## config.mk

```make
export PLATFORM = sky130hd
export DESIGN_NAME = hazard_ctrl_flat
export DESIGN_NICKNAME = d
export VERILOG_FILES = /design/src/rtl/hazard_ctrl_pkg.sv /design/src/rtl/hazard_ctrl_if.sv /design/src/rtl/hazard_ctrl_md_busy_cnt.sv /design/src/rtl/hazard_ctrl.sv /design/src/flat_wrapper.sv
export SDC_FILE = /design/constraint.sdc
export NUM_CORES = 1
export LEC_CHECK = 0
export BUFFER_PORTS_ARGS = -buffer_cell sky130_fd_sc_hd__buf_2
export CAP_MARGIN = 0
export CELL_PAD_IN_SITES_DETAIL_PLACEMENT = 0
export CELL_PAD_IN_SITES_GLOBAL_PLACEMENT = 2
export CORE_MARGIN = 2
export CORE_UTILIZATION = 31
export CTS_CLUSTER_DIAMETER = 200
export DETAILED_ROUTE_END_ITERATION = 16
export GPL_ROUTABILITY_DRIVEN = 0
export PLACE_DENSITY = 0.78
export SYNTH_ARGS = -nofsm -noshare
export SYNTH_HDL_FRONTEND = slang
export SYNTH_HIERARCHICAL = 1
export SYNTH_SLANG_ARGS = --single-unit
export TNS_END_PERCENT = 100
```

## constraint.sdc

```tcl
create_clock -name clk -period 2.2 [get_ports clk]
set_input_delay 0.44 -clock clk [delete_from_list [all_inputs] [get_ports clk]]
set_output_delay 0.44 -clock clk [all_outputs]
set_load 0.02 [all_outputs]
```

## src/rtl/hazard_ctrl_pkg.sv

```systemverilog
// hazard_ctrl_pkg: forwarding select codes, mult/div op codes and per-stage tracking records.
package hazard_ctrl_pkg;
    typedef enum logic [1:0] {FWD_GRF = 2'd0, FWD_E = 2'd1, FWD_M = 2'd2, FWD_W = 2'd3} fwd_t;
    typedef enum logic [1:0] {MD_NONE = 2'd0, MD_MULT = 2'd1, MD_DIV = 2'd2, MD_RSVD = 2'd3} md_op_t;
    localparam logic [2:0] TUSE_NEVER = 3'd7;
    typedef struct packed {
        logic [4:0] waddr;
        logic [2:0] tnew;
        logic [4:0] raddr0;
        logic [4:0] raddr1;
    } e_stage_t;
    typedef struct packed {
        logic [4:0] waddr;
        logic [2:0] tnew;
        logic [4:0] raddr1;
    } m_stage_t;
    function automatic logic [2:0] dec_sat(input logic [2:0] t);
        return t == 3'd0 ? 3'd0 : t - 3'd1;
    endfunction
endpackage

```

## src/rtl/hazard_ctrl_if.sv

```systemverilog
// hazard_ctrl_if: D-stage hazard descriptors in, stall/forward/mult-div controls out.
interface hazard_ctrl_if;
    logic [4:0] d_raddr0;
    logic [4:0] d_raddr1;
    logic [2:0] d_tuse0;
    logic [2:0] d_tuse1;
    logic [4:0] d_waddr;
    logic [2:0] d_tnew;
    logic [1:0] d_md_op;
    logic       d_md_use;
    logic       stall;
    logic [1:0] fwd_d_rs;
    logic [1:0] fwd_d_rt;
    logic [1:0] fwd_e_rs;
    logic [1:0] fwd_e_rt;
    logic [1:0] fwd_m_rt;
    logic       md_start;
    logic       md_busy;
    modport master (
        output d_raddr0, d_raddr1, d_tuse0, d_tuse1, d_waddr, d_tnew, d_md_op, d_md_use,
        input  stall, fwd_d_rs, fwd_d_rt, fwd_e_rs, fwd_e_rt, fwd_m_rt, md_start, md_busy
    );
    modport slave (
        input  d_raddr0, d_raddr1, d_tuse0, d_tuse1, d_waddr, d_tnew, d_md_op, d_md_use,
        output stall, fwd_d_rs, fwd_d_rt, fwd_e_rs, fwd_e_rt, fwd_m_rt, md_start, md_busy
    );
endinterface

```

## src/rtl/hazard_ctrl_md_busy_cnt.sv

```systemverilog
// md_busy_cnt: mult/div busy counter; loads the op latency on start and counts down to idle.
module md_busy_cnt
    import hazard_ctrl_pkg::*;
#(
    parameter int MULT_CYCLES = 5,
    parameter int DIV_CYCLES  = 10,
    parameter int CNT_W       = 4
) (
    input  logic       clk,
    input  logic       reset,
    input  logic       start,
    input  logic [1:0] op,
    output logic       busy
);
    logic [CNT_W-1:0] cnt;
    always_ff @(posedge clk or negedge reset) begin
        if (!reset)
            cnt <= '0;
        else if (start)
            cnt <= op == MD_DIV ? CNT_W'(DIV_CYCLES) : CNT_W'(MULT_CYCLES);
        else if (cnt != '0)
            cnt <= cnt - CNT_W'(1);
    end
    assign busy = cnt != '0;
endmodule

```

## src/rtl/hazard_ctrl.sv

```systemverilog
// hazard_ctrl: Tuse/Tnew stall and forwarding control for the five-stage pipeline.
// Define HAZARD_MD_EN to add the mult/div busy counter, md_start and the HI/LO stall.
module hazard_ctrl
    import hazard_ctrl_pkg::*;
#(
    parameter int MULT_CYCLES = 5,
    parameter int DIV_CYCLES  = 10,
    parameter int CNT_W       = 4
) (
    input logic          clk,
    input logic          reset,
    hazard_ctrl_if.slave hz
);
    e_stage_t   e;
    m_stage_t   m;
    logic [4:0] w_waddr;
    logic       data_stall;
    logic       md_stall;

    function automatic logic op_stall(input logic [4:0] r, input logic [2:0] tuse,
                                      input e_stage_t es, input m_stage_t ms);
        return r != 5'd0 && tuse != TUSE_NEVER &&
               ((es.waddr == r && es.tnew > tuse) || (ms.waddr == r && ms.tnew > tuse));
    endfunction

    // Nearest ready producer wins; use_e/use_m drop stages not upstream of the consumer.
    function automatic logic [1:0] fwd_src(input logic [4:0] r, input logic use_e, input logic use_m,
                                           input e_stage_t es, input m_stage_t ms, input logic [4:0] ww);
        return r == 5'd0 ? FWD_GRF
             : use_e && es.waddr == r && es.tnew == 3'd0 ? FWD_E
             : use_m && ms.waddr == r && ms.tnew == 3'd0 ? FWD_M
             : ww == r ? FWD_W : FWD_GRF;
    endfunction

    always_ff @(posedge clk or negedge reset) begin
        if (!reset) begin
            e       <= '0;
            m       <= '0;
            w_waddr <= '0;
        end else begin
            e       <= hz.stall ? '0 : e_stage_t'({hz.d_waddr, dec_sat(hz.d_tnew), hz.d_raddr0, hz.d_raddr1});
            m       <= m_stage_t'({e.waddr, dec_sat(e.tnew), e.raddr1});
            w_waddr <= m.waddr;
        end
    end

    assign data_stall  = op_stall(hz.d_raddr0, hz.d_tuse0, e, m) || op_stall(hz.d_raddr1, hz.d_tuse1, e, m);
    assign hz.stall    = data_stall || md_stall;
    assign hz.fwd_d_rs = fwd_src(hz.d_raddr0, 1'b1, 1'b1, e, m, w_waddr);
    assign hz.fwd_d_rt = fwd_src(hz.d_raddr1, 1'b1, 1'b1, e, m, w_waddr);
    assign hz.fwd_e_rs = fwd_src(e.raddr0, 1'b0, 1'b1, e, m, w_waddr);
    assign hz.fwd_e_rt = fwd_src(e.raddr1, 1'b0, 1'b1, e, m, w_waddr);
    assign hz.fwd_m_rt = fwd_src(m.raddr1, 1'b0, 1'b0, e, m, w_waddr);

`ifdef HAZARD_MD_EN
    assign hz.md_start = (hz.d_md_op == MD_MULT || hz.d_md_op == MD_DIV) && !hz.stall;
    assign md_stall    = hz.d_md_use && hz.md_busy;
    md_busy_cnt #(
        .MULT_CYCLES(MULT_CYCLES),
        .DIV_CYCLES (DIV_CYCLES),
        .CNT_W      (CNT_W)
    ) u_md_busy_cnt (
        .clk  (clk),
        .reset(reset),
        .start(hz.md_start),
        .op   (hz.d_md_op),
        .busy (hz.md_busy)
    );
`else
    localparam int unused_md_cfg = MULT_CYCLES + DIV_CYCLES + CNT_W;
    logic unused_md_in;
    assign unused_md_in = ^{hz.d_md_op, hz.d_md_use};
    assign hz.md_start  = 1'b0;
    assign hz.md_busy   = 1'b0;
    assign md_stall     = 1'b0;
`endif
endmodule

```

## src/flat_wrapper.sv

```systemverilog
// flat-port wrapper written by rule: the top's interface ports become plain ports
module hazard_ctrl_flat import hazard_ctrl_pkg::*;
#(
    parameter int MULT_CYCLES = 5,
    parameter int DIV_CYCLES  = 10,
    parameter int CNT_W       = 4
)
  (clk, reset, hz_d_raddr0, hz_d_raddr1, hz_d_tuse0, hz_d_tuse1, hz_d_waddr, hz_d_tnew, hz_d_md_op, hz_d_md_use, hz_stall, hz_fwd_d_rs, hz_fwd_d_rt, hz_fwd_e_rs, hz_fwd_e_rt, hz_fwd_m_rt, hz_md_start, hz_md_busy);
  hazard_ctrl_if hz_i ();
  input logic clk;
  input logic reset;
  input wire logic [$bits(hz_i.d_raddr0)-1:0] hz_d_raddr0;
  input wire logic [$bits(hz_i.d_raddr1)-1:0] hz_d_raddr1;
  input wire logic [$bits(hz_i.d_tuse0)-1:0] hz_d_tuse0;
  input wire logic [$bits(hz_i.d_tuse1)-1:0] hz_d_tuse1;
  input wire logic [$bits(hz_i.d_waddr)-1:0] hz_d_waddr;
  input wire logic [$bits(hz_i.d_tnew)-1:0] hz_d_tnew;
  input wire logic [$bits(hz_i.d_md_op)-1:0] hz_d_md_op;
  input wire logic [$bits(hz_i.d_md_use)-1:0] hz_d_md_use;
  output wire logic [$bits(hz_i.stall)-1:0] hz_stall;
  output wire logic [$bits(hz_i.fwd_d_rs)-1:0] hz_fwd_d_rs;
  output wire logic [$bits(hz_i.fwd_d_rt)-1:0] hz_fwd_d_rt;
  output wire logic [$bits(hz_i.fwd_e_rs)-1:0] hz_fwd_e_rs;
  output wire logic [$bits(hz_i.fwd_e_rt)-1:0] hz_fwd_e_rt;
  output wire logic [$bits(hz_i.fwd_m_rt)-1:0] hz_fwd_m_rt;
  output wire logic [$bits(hz_i.md_start)-1:0] hz_md_start;
  output wire logic [$bits(hz_i.md_busy)-1:0] hz_md_busy;
  assign hz_i.d_raddr0 = hz_d_raddr0;
  assign hz_i.d_raddr1 = hz_d_raddr1;
  assign hz_i.d_tuse0 = hz_d_tuse0;
  assign hz_i.d_tuse1 = hz_d_tuse1;
  assign hz_i.d_waddr = hz_d_waddr;
  assign hz_i.d_tnew = hz_d_tnew;
  assign hz_i.d_md_op = hz_d_md_op;
  assign hz_i.d_md_use = hz_d_md_use;
  assign hz_stall = hz_i.stall;
  assign hz_fwd_d_rs = hz_i.fwd_d_rs;
  assign hz_fwd_d_rt = hz_i.fwd_d_rt;
  assign hz_fwd_e_rs = hz_i.fwd_e_rs;
  assign hz_fwd_e_rt = hz_i.fwd_e_rt;
  assign hz_fwd_m_rt = hz_i.fwd_m_rt;
  assign hz_md_start = hz_i.md_start;
  assign hz_md_busy = hz_i.md_busy;
  hazard_ctrl #(.MULT_CYCLES(MULT_CYCLES), .DIV_CYCLES(DIV_CYCLES), .CNT_W(CNT_W)) u_core (.clk(clk), .reset(reset), .hz(hz_i));
endmodule
```

==> run_summary.xml <==
<?xml version="1.0" encoding="UTF-8"?>
<metrics>
  <group name="detailed_routing">
    <metric name="number_of_vias_in_the_routed_layout" unit="">1933</metric>
    <metric name="detailedRoute.firstIterationViolations" unit="">61</metric>
    <metric name="detailedRoute.firstPassIterationCount" unit="">4</metric>
    <metric name="final_antenna_net_count" unit="">0</metric>
    <metric name="drc" unit="">0</metric>
    <metric name="finalWirelength" unit="mm">6.01</metric>
    <metric name="average_wire_length_per_cell_after_detail_routing" unit="um">14.1</metric>
    <metric name="viasPerCell" unit="">4.54</metric>
  </group>
  <group name="cts">
    <metric name="insertion_delay" unit="ns">0.30</metric>
    <metric name="root_buffer" unit="">sky130_fd_sc_hd__clkbuf_8</metric>
    <metric name="numClockSinks" unit="">36</metric>
    <metric name="htree_levels" unit="">2</metric>
    <metric name="cts_buffers" unit="">5</metric>
    <metric name="cts.path.max_buffers" unit="">2</metric>
    <metric name="cts_tree" unit="">done</metric>
    <metric name="clkSlewWorstSetupHoldPaths" unit="ns">0.07</metric>
  </group>
  <group name="final_layout">
    <metric name="nNetsFinal" unit="">369</metric>
    <metric name="layout_commonest_cell" unit="">sky130_fd_sc_hd__buf_4</metric>
    <metric name="nFillCells" unit="">783</metric>
    <metric name="final_cell_count_no_fill" unit="">426</metric>
    <metric name="layout.core_utilization" unit="">0.428</metric>
    <metric name="post-route-cell-area" unit="sq um">3260</metric>
    <metric name="layout-drive-gt1-share" unit="">0.441</metric>
    <metric name="area.sequential" unit="sq um">912</metric>
    <metric name="final_cell_mix" unit="">45 x sky130_fd_sc_hd__buf_4, 33 x sky130_fd_sc_hd__xnor2_1, 28 x sky130_fd_sc_hd__inv_1</metric>
    <metric name="multiInputGateArea" unit="sq um">1460</metric>
    <metric name="syn_to_final_growth" unit="%">35.4</metric>
    <metric name="diodes" unit="">0</metric>
  </group>
  <group name="global_routing">
    <metric name="track_usage" unit="">0.149</metric>
    <metric name="grt_first_pass_wirelength" unit="mm">9.53</metric>
    <metric name="antenna_found_initial" unit="">0</metric>
    <metric name="grt_max_degree" unit="">37</metric>
    <metric name="first_global_vias" unit="">1926</metric>
    <metric name="gr-total-overflow" unit="">0</metric>
  </group>
  <group name="worst_setup_path">
    <metric name="timing.rr.start" unit="">u_core/m[5]</metric>
    <metric name="cp_top_family" unit="">simple AND/OR/NAND/NOR gates</metric>
    <metric name="critical_path.cell_chain" unit="">buf_6, or4_4, o21ai_2, or3_4, a2bb2o_4, or2_4, buf_6</metric>
    <metric name="critical-path-max-stage-delay" unit="ns">0.54</metric>
    <metric name="endpoint_kind" unit="">output port</metric>
    <metric name="cp_data_arrival_time" unit="ns">1.96</metric>
    <metric name="worst-path-buf-inv" unit="">2</metric>
    <metric name="setup.worst_path.class" unit="">in -&gt; out</metric>
    <metric name="timing.critical_path.fanout_max" unit="">2</metric>
    <metric name="worst-endpoint-required" unit="ns">1.76</metric>
    <metric name="regToRegSetupSlack" unit="ns">0.31</metric>
    <metric name="reg2reg_to" unit="">u_core/e[10]</metric>
    <metric name="ff2ff_path_depth" unit="">8</metric>
    <metric name="start_kind" unit="">input port</metric>
    <metric name="critPathMostFrequentCell" unit="">sky130_fd_sc_hd__buf_6</metric>
    <metric name="critical_path_top_delay_cell" unit="">sky130_fd_sc_hd__or4_4</metric>
  </group>
  <group name="timing">
    <metric name="maxClockFrequency" unit="MHz">416</metric>
    <metric name="report.final.hold_viol_count" unit="">0</metric>
    <metric name="unrepaired_setup_endpoints_after_global_routing" unit="">yes</metric>
    <metric name="slew_violations" unit="">0</metric>
    <metric name="slew-limit-headroom" unit="">0.458</metric>
    <metric name="totalNegativeSetupSlack" unit="ns">-0.212</metric>
    <metric name="fin_ws" unit="ns">-0.202</metric>
    <metric name="finalSetupViolCount" unit="">2</metric>
    <metric name="finalHoldWorstSlack" unit="ns">0.235</metric>
    <metric name="final.period_utilization" unit="">1.09</metric>
    <metric name="worst_clock_skew" unit="ns">0.00583</metric>
    <metric name="timing.final.crit_period" unit="ns">2.40</metric>
    <metric name="actual_slew_at_the_worst_max_slew_pin" unit="ns">0.813</metric>
  </group>
  <group name="power">
    <metric name="finalPower" unit="mW">1.78</metric>
    <metric name="p_sw" unit="mW">0.560</metric>
    <metric name="internal_power" unit="mW">1.22</metric>
    <metric name="proportion_of_total_power_due_to_net_switching" unit="">0.314</metric>
    <metric name="p_leak" unit="nW">1.45</metric>
    <metric name="seq_power_share" unit="">0.442</metric>
    <metric name="vdd_ir_drop_max" unit="uV">252</metric>
    <metric name="p_per_area" unit="nW/um^2">547</metric>
    <metric name="comb_power_share" unit="">0.305</metric>
    <metric name="clock_power_share" unit="">0.252</metric>
  </group>
  <group name="synth">
    <metric name="synth.area.top_cells" unit="">sky130_fd_sc_hd__dfrtp_1 37%, sky130_fd_sc_hd__xnor2_1 12%, sky130_fd_sc_hd__ha_1 8.3%, sky130_fd_sc_hd__xor2_1 7.3%, sky130_fd_sc_hd__inv_1 4.7%</metric>
    <metric name="synthCells" unit="">251</metric>
    <metric name="synth_top_area_cell" unit="">sky130_fd_sc_hd__dfrtp_1</metric>
    <metric name="netlist-cell-type-count" unit="">33</metric>
    <metric name="yosys_warnings" unit="">6</metric>
    <metric name="postSynthRegisterBits" unit="">36</metric>
    <metric name="netlist_area" unit="sq um">2400</metric>
    <metric name="synth.avg_cell_area" unit="sq um">9.58</metric>
    <metric name="post-synth-top-area-fraction" unit="">0.375</metric>
    <metric name="ys_seq_area_frac" unit="">0.375</metric>
  </group>
  <group name="status">
    <metric name="status" unit="">complete, but fails checks</metric>
    <metric name="violations" unit="">setup timing</metric>
  </group>
  <group name="place">
    <metric name="post-dp-hpwl" unit="mm">4.52</metric>
    <metric name="dpl_worst_slack" unit="ns">-0.247</metric>
    <metric name="number_of_i_o_port_buffers" unit="">36</metric>
    <metric name="postPlaceCellArea" unit="sq um">2820</metric>
    <metric name="post-place-cells" unit="">401</metric>
  </group>
  <group name="floorplanning">
    <metric name="design.portCount" unit="">42</metric>
    <metric name="area_of_the_die" unit="sq um">8480</metric>
    <metric name="fp.dieW" unit="um">92.1</metric>
    <metric name="starting_utilization_of_the_core_area" unit="">0.316</metric>
    <metric name="number_of_cell_rows" unit="">32</metric>
    <metric name="dieHeight" unit="um">92.1</metric>
    <metric name="core_region_area" unit="sq um">7610</metric>
  </group>
  <group name="hold_path">
    <metric name="hold_path_class" unit="">in -&gt; async</metric>
  </group>
  <group name="run">
    <metric name="max_cap_violations" unit="">0</metric>
  </group>
</metrics>
Yosys cell counts, drive strengths merged:
cell type  instances
a211oi             5
a21oi              3
a2bb2o             1
buf                7
clkbuf             8
conb               1
dfrtp             36
ha                16
inv               30
nand2              7
nand3             14
nand4              3
nor2              13
nor3              26
nor4               4
o21ai              9
o221a              2
o2bb2ai            1
o31ai              2
or2                2
or3                3
or4                4
xnor2             34
xor2              20
final cells by class:
cell class	count	share of cell area
multi-input combinational	171	0.449
sequential	36	0.280
timing repair buffer	80	0.173
tap	102	0.0392
inverter	30	0.0346
clock buffer	6	0.0223
clock inverter	1	0.00154
worst max path at each step:
stage / cells past startpoint / to / start / slack [ns]
final: 7 / hz_stall / hz_d_raddr1[2] / -0.20
after global routing: 8 / hz_stall / u_core/m[5] / -0.23
after CTS: 7 / hz_stall / hz_d_raddr1[4] / -0.24
after detailed placement: 7 / hz_stall / hz_d_raddr1[1] / -0.25
after global placement: 7 / hz_stall / hz_d_raddr1[1] / -0.23
after floorplan: 6 / hz_stall / hz_d_raddr1[1] / -0.05
routing by layer:
metal  part of all wire  vias up  global-route usage
met1               0.46      914               0.197
met5                  0        -                   0
met2               0.49       31               0.241
met3              0.035        9              0.0345
met4              0.016        0              0.0473
li1                   -      979                   -
repair_timing:
| action | CTS | global route |
|---|---|---|
| buffers inserted | 12 | 8 |
| endpoints found under the setup margin | 9 | 9 |
| pin swaps | 10 | 31 |
| hold buffers | 0 | 0 |
| gates resized for setup | 25 | 31 |
worst reg2reg max path, delay by kind of cell (launching register included):
kind	cells	cell delay (ns)
AO/OA/AOI/OAI	2	0.23
adder cells (fa/ha/maj)	1	0.27
AND/OR/NAND/NOR	3	0.52
buffers and inverters	2	0.38
flip-flops	1	0.38
kinds of logic after synthesis:
family / synth area share
compound gates: 0.0723
fa+ha+maj: 0.0832
simple gates: 0.185
flops: 0.375
xor+xnor: 0.197
buf+inv: 0.0869
other cells: 0.00156
sequential cells by signal, indices dropped and copies added, names as in the netlist:
register / count
u_core/e: 18
u_core/w_waddr: 5
u_core/m: 13
power by group through the flow:
stage               combinational (mW)  sequential [mW]  clock (mW)
floorplan                        0.305            0.768           0
global placement                 0.427            0.802           0
detailed placement               0.435            0.803           0
CTS                              0.498            0.782       0.464
global route                     0.600            0.797       0.501
finish                           0.544            0.787       0.448
Note: power is estimated with default switching activity, not from simulation.
